**src/rtl/disp_arbiter.sv**
```systemverilog
// disp_arbiter: round-robin arbiter handing one of three requesters timed ownership of a 4-digit 7-segment display
// Ports: clk, reset (async, active-high), req[2:0], val[47:0] (requester i on [16i+15:16i]),
//        dp_in[11:0] (requester i on [4i+3:4i], active-low) in;
//        gnt[2:0] one-hot, hex3..hex0, dp_out[3:0] (active-low), active out -- all registered.
// Macro DISP_ARB_SNAPSHOT_EN: when defined, the owner's val/dp_in captured on the grant edge are frozen for the tenure;
//        otherwise the display follows the owner's live inputs with one cycle of latency.
module disp_arbiter #(
  parameter int NREQ = 3,
  parameter int HOLD_CYCLES = 25000000,
  parameter int HOLD_W = 25
) (
  input  logic                 clk,
  input  logic                 reset,
  input  logic [NREQ-1:0]      req,
  input  logic [16*NREQ-1:0]   val,
  input  logic [4*NREQ-1:0]    dp_in,
  output logic [NREQ-1:0]      gnt,
  output logic [3:0]           hex3,
  output logic [3:0]           hex2,
  output logic [3:0]           hex1,
  output logic [3:0]           hex0,
  output logic [3:0]           dp_out,
  output logic                 active
);
  typedef enum logic [1:0] {IDLE, HOLD, OWN} state_t;
  localparam logic [HOLD_W-1:0] RELOAD = HOLD_W'((HOLD_CYCLES < 1) ? 0 : HOLD_CYCLES - 1);
  state_t state;
  logic [HOLD_W-1:0] hold_cnt;
  logic [1:0] rr_ptr, p1, p2, idx, src;
  logic decide, grant, release_own;
  logic [15:0] sel_val;
  logic [3:0] sel_dp;
  // rr_ptr doubles as the owner index while a grant is held. The last HOLD
  // cycle already applies the OWN rules so tenure is exactly HOLD_CYCLES.
  always_comb begin
    p1 = (rr_ptr == 2'd2) ? 2'd0 : rr_ptr + 2'd1;
    p2 = (p1 == 2'd2) ? 2'd0 : p1 + 2'd1;
    decide = (state == OWN) || (state == HOLD && hold_cnt == '0);
    grant = (state == IDLE) ? |req : decide && (req[p1] || req[p2]);
    release_own = decide && !req[p1] && !req[p2] && !req[rr_ptr];
    idx = req[p1] ? p1 : req[p2] ? p2 : rr_ptr;
    src = grant ? idx : rr_ptr;
    sel_val = val[{src, 4'b0000} +: 16];
    sel_dp = dp_in[{src, 2'b00} +: 4];
  end
  always_ff @(posedge clk or posedge reset) begin
    if (reset) begin
      state <= IDLE;
      hold_cnt <= '0;
      rr_ptr <= 2'd2;
      gnt <= '0;
      active <= 1'b0;
      {hex3, hex2, hex1, hex0} <= 16'h0000;
      dp_out <= 4'hf;
    end else if (grant) begin
      state <= HOLD;
      hold_cnt <= RELOAD;
      rr_ptr <= idx;
      gnt <= NREQ'(1) << idx;
      active <= 1'b1;
      {hex3, hex2, hex1, hex0} <= sel_val;
      dp_out <= sel_dp;
    end else if (release_own) begin
      state <= IDLE;
      gnt <= '0;
      active <= 1'b0;
      {hex3, hex2, hex1, hex0} <= 16'h0000;
      dp_out <= 4'hf;
    end else if (state != IDLE) begin
      if (hold_cnt != '0) hold_cnt <= hold_cnt - HOLD_W'(1);
      else state <= OWN;
`ifndef DISP_ARB_SNAPSHOT_EN
      {hex3, hex2, hex1, hex0} <= sel_val;
      dp_out <= sel_dp;
`endif
    end
  end
endmodule

```
**config.mk**
```make
export PLATFORM = sky130hd
export DESIGN_NAME = disp_arbiter
export DESIGN_NICKNAME = d
export VERILOG_FILES = /design/src/rtl/disp_arbiter.sv
export SDC_FILE = /design/constraint.sdc
export NUM_CORES = 1
export LEC_CHECK = 0
export BUFFER_PORTS_ARGS = -buffer_cell sky130_fd_sc_hd__buf_2
export CAP_MARGIN = 20
export CORE_ASPECT_RATIO = 1.4
export CORE_MARGIN = 5
export CORE_UTILIZATION = 47
export CTS_CLUSTER_DIAMETER = 60
export DETAILED_ROUTE_END_ITERATION = 10
export PLACE_DENSITY_LB_ADDON = 0.2
export SLEW_MARGIN = 25
export SYNTH_ARGS = -nofsm -noshare
export SYNTH_HDL_FRONTEND = slang
export SYNTH_SLANG_ARGS = --single-unit
```
**constraint.sdc**
```tcl
create_clock -name clk -period 3.5 [get_ports clk]
set_input_delay 0.175 -clock clk [delete_from_list [all_inputs] [get_ports clk]]
set_output_delay 0.175 -clock clk [all_outputs]
set_load 0.02 [all_outputs]
```
==> run summary <==
=====================================================================================
Outcome ................................................................ finished clean
Clock tree from TritonCTS ..............................................         done
Post-Place Worst Slack .................................................     190.6 ps
Antenna fix cells ......................................................            0
Filler cell count ......................................................          559
Sum of buffers and inverters on the critical path ......................            1
Worst Path Required ....................................................      3720 ps
Maximum number of pins on one net before global-route repair ...........           54
DR vias ................................................................         2541
Per-instance average area after synthesis ..............................    9.665 µm²
Dominant delay contributor by cell family on the critical path ......... simple AND/OR/NAND/NOR gates
Share of layout cells above drive strength 1 ...........................       30.40%
Worst skew pair latency ................................................       310 ps
Antenna violations before repair .......................................            0
Setup repair after global routing missed its margin ....................           no
Maximum level of the CTS H-tree ........................................            2
Netlist area before placement ..........................................     2987 µm²
Most Frequent Cell on Critical Path .................................... sky130_fd_sc_hd__or4_1
Cell-internal power ....................................................     1.143 mW
Y dimension of the die .................................................     104.3 µm
# clock sinks ..........................................................           53
Origin of the worst setup path .........................................  hold_cnt[8]
Setup Crit Path Kind ................................................... register to register
Critical-path maximum fanout ...........................................           16
Combinational power share ..............................................        25.6%
Beginning of the worst register-to-register path .......................  hold_cnt[8]
GRT Resource Usage Total ...............................................       18.16%
Type of origin of the critical path ....................................     register
Slew at the pin closest to its max-slew limit ..........................     809.0 ps
Final worst-path setup slack ...........................................     278.4 ps
Area of the core .......................................................     6211 µm²
Share of flip-flops with an asynchronous set or reset ..................       100.0%
Drt total wl ...........................................................     7.112 mm
Detail Placement HPWL ..................................................     5.417 mm
Maximum clock frequency ................................................    310.4 MHz
Remaining global-route overflow ........................................            0
Portion of total power attributed to the clock network .................        26.0%
Relative area change from synthesis to final layout ....................       22.37%
Crit share post-route ..................................................       92.05%
Post-synth cell types ..................................................           49
Rows ...................................................................           34
Class of the most critical hold timing path ............................ input pin to asynchronous set/reset pin
Port-buffer cells ......................................................           88
Inserted Clock Buffers .................................................            5
Longest individual stage delay on the worst path .......................       560 ps
Count of routing violations after the opening detailed-route iteration .          105
Total power of the final layout ........................................     1.680 mW
Clock skew .............................................................     6.649 ps
Commonest register cell after synthesis ................................ sky130_fd_sc_hd__dfrtp_1
Power density cells .................................................... 459.6 nW/µm²
Number of failing hold endpoints at the final stage ....................            0
Ordered cell list for the critical path ................................ or4_1, or4_1, o41ai_4, a21o_1, buf_4, and3_1, a41oi_4, o221ai_1
Via density per instance ...............................................        5.406
Power share of the sequential group ....................................        48.5%
Net switching power of the design ......................................    0.5372 mW
Syn_nets ...............................................................          376
Clock root buffer ...................................................... sky130_fd_sc_hd__clkbuf_8
Maximum capacitance violations .........................................            0
Drt first pass iters ...................................................            4
CTS clk-pin slew, worst paths ..........................................       100 ps
Maximum number of buffers from clock root to sink ......................            2
Die area ...............................................................     8071 µm²
IO Count ...............................................................           89
Fraction of power spent switching nets .................................       31.98%
Non-Filler Instances ...................................................          470
Kind of capture point of the worst setup path ..........................     register
Remaining number of nets flagged by the antenna check after routing ....            0
Peak supply drop .......................................................     203.9 µV
Shortest period the worst path allows ..................................      3222 ps
Placed Cells incl. Taps ................................................          461
Worst endpoint data arrival time .......................................      3440 ps
Endpoints failing setup ................................................            0
Net count, final .......................................................          464
DRC viols ..............................................................            0
Initial cell density of the core .......................................       48.09%
Sequential fraction of the synthesis area ..............................       44.62%
Number of warnings printed during yosys synthesis ......................            0
Count of state elements after synthesis ................................           53
Die Span X .............................................................     77.37 µm
Number of flops mapped to enable cells by yosys ........................            0
Global-route wire length before repair .................................     12.28 mm
Leakage dissipation ....................................................     1.730 nW
Max-slew violation total from the final report .........................            0
Post-route setup TNS ...................................................         0 ps
Via count of the first global-routing pass .............................         2665
Rel. slew slack ........................................................       45.74%
Routability cong. ......................................................       0.8155
Critical-path cell with the highest stage delay ........................ sky130_fd_sc_hd__or4_1
Cts-stage hold buffer count ............................................            0
Wirelength per Cell ....................................................     15.13 µm
Synth Instances ........................................................          309
=====================================================================================
==> state kept, by name, summed over array words and instances, names as in the netlist <==
signal	cells
hex3	4
active	1
rr_ptr	2
hex2	4
dp_out	4
state	2
hex1	4
hold_cnt	25
hex0	4
gnt	3
==> logic make-up after synthesis <==
kind of cell,Yosys count,share of synthesized area (%)
AND/OR/NAND/NOR,112,18.77
AO/OA/AOI/OAI,57,15.79
flip-flops,53,44.62
buffers and inverters,43,6.619
multiplexers,22,7.499
XOR/XNOR,20,5.865
adder cells (fa/ha/maj),2,0.8377
==> per-layer routing <==
metal | track usage (%) | routed length, µm
met3 | 3.466 | 364
met4 | 4.545 | 93
met1 | 21.09 | 2840
met5 | 0 | 0
met2 | 33.49 | 3813
==> power by group through the flow <==
stage                     Combinational (mW)  Clock [mW]  Sequential, mW
after floorplan                        0.274           0           0.835
after global placement                 0.421           0           0.819
after detailed placement               0.431           0           0.824
after CTS                              0.432       0.450           0.813
after global routing                   0.486       0.470           0.832
final                                  0.429       0.437           0.814
==> synthesized netlist by cell type, types with 2 or more instances <==
cell / instances / share of area, %
sky130_fd_sc_hd__a21oi_1: 9 / 1.5
sky130_fd_sc_hd__nand4b_1: 2 / 0.59
sky130_fd_sc_hd__o32ai_1: 5 / 1.5
sky130_fd_sc_hd__ha_1: 2 / 0.84
sky130_fd_sc_hd__nor3_1: 10 / 1.7
sky130_fd_sc_hd__nand4_1: 2 / 0.42
sky130_fd_sc_hd__nor2_1: 19 / 2.4
sky130_fd_sc_hd__or4_1: 3 / 0.75
sky130_fd_sc_hd__o21ai_0: 3 / 0.50
sky130_fd_sc_hd__a211oi_1: 5 / 1.3
sky130_fd_sc_hd__nand3_1: 4 / 0.67
sky130_fd_sc_hd__o221ai_1: 16 / 4.7
sky130_fd_sc_hd__dfstp_2: 5 / 4.4
sky130_fd_sc_hd__nand2b_1: 4 / 0.84
sky130_fd_sc_hd__nand3b_1: 2 / 0.50
sky130_fd_sc_hd__nand2_1: 43 / 5.4
sky130_fd_sc_hd__xor2_1: 8 / 2.3
sky130_fd_sc_hd__buf_6: 4 / 1.5
sky130_fd_sc_hd__o31ai_1: 3 / 0.75
sky130_fd_sc_hd__a22oi_1: 2 / 0.50
sky130_fd_sc_hd__dfrtp_1: 48 / 40
sky130_fd_sc_hd__buf_2: 5 / 0.84
sky130_fd_sc_hd__xnor2_1: 12 / 3.5
sky130_fd_sc_hd__or3_1: 4 / 0.84
sky130_fd_sc_hd__o41ai_1: 2 / 0.59
sky130_fd_sc_hd__nor4_1: 9 / 1.9
sky130_fd_sc_hd__inv_1: 28 / 3.5
sky130_fd_sc_hd__nor4b_1: 3 / 0.88
sky130_fd_sc_hd__mux2i_1: 21 / 7.0
sky130_fd_sc_hd__clkbuf_1: 6 / 0.75
sky130_fd_sc_hd__and2_1: 2 / 0.42
==> tightest hold or removal path: stages <==
cell	delay, ps
sky130_fd_sc_hd__buf_2	100
sky130_fd_sc_hd__inv_2	30
sky130_fd_sc_hd__buf_4	510
==> stage by stage <==
| step | hold slack [ps] | cell area (µm²) | util [%] |
|---|---|---|---|
| 4_1_cts | 60.05 | 3623 | 58.34 |
| 3_5_place_dp | 404.8 | 3503 | 56.41 |
| 2_1_floorplan | 360.9 | 2987 | - |
| 6_report | 10.82 | 3655 | 58.84 |
| 3_3_place_gp | 396.2 | 3503 | 56.41 |
| 5_1_grt | 108.9 | 3655 | 58.84 |
==> final timing paths <==
kind	cells after the start	to	slack [ps]
max reg2reg	8	hex2[2]	280
min in group clk	3	hex3[0]	150
min	3	hold_cnt[11]	10
min reg2reg	2	active	490
max in group asynchronous	3	hold_cnt[24]	3020
max	8	hex2[2]	280
==> area by class of cell <==
class	count	area, µm²	share of cell area, %
clock buffers	6	82.58	2.259
clock inverters	2	37.54	1.027
inverters	28	105.1	2.876
multi-input cells	213	1494	40.88
flip-flops and latches	53	1333	36.46
well taps	72	90.09	2.465
repair buffers	96	513.0	14.04
==> placed cells by master, fill, tap and decap left out, types with 5 or more instances in the layout <==
| master | n |
|---|---|
| sky130_fd_sc_hd__a211oi_1 | 5 |
| sky130_fd_sc_hd__a21oi_1 | 9 |
| sky130_fd_sc_hd__buf_2 | 88 |
| sky130_fd_sc_hd__buf_4 | 7 |
| sky130_fd_sc_hd__clkbuf_8 | 6 |
| sky130_fd_sc_hd__dfrtp_1 | 48 |
| sky130_fd_sc_hd__dfstp_2 | 5 |
| sky130_fd_sc_hd__inv_1 | 27 |
| sky130_fd_sc_hd__mux2i_1 | 21 |
| sky130_fd_sc_hd__nand2_1 | 43 |
| sky130_fd_sc_hd__nor2_1 | 19 |
| sky130_fd_sc_hd__nor3_1 | 9 |
| sky130_fd_sc_hd__nor4_1 | 9 |
| sky130_fd_sc_hd__o221ai_1 | 14 |
| sky130_fd_sc_hd__o32ai_1 | 5 |
| sky130_fd_sc_hd__xnor2_1 | 12 |
| sky130_fd_sc_hd__xor2_1 | 8 |
==> what timing repair did <==
item                                    CTS  global route
buffers inserted                          0             1
resized for setup                         0             3
endpoints found under the setup margin    0            15
No activity file was read; power rests on OpenSTA's default activity.
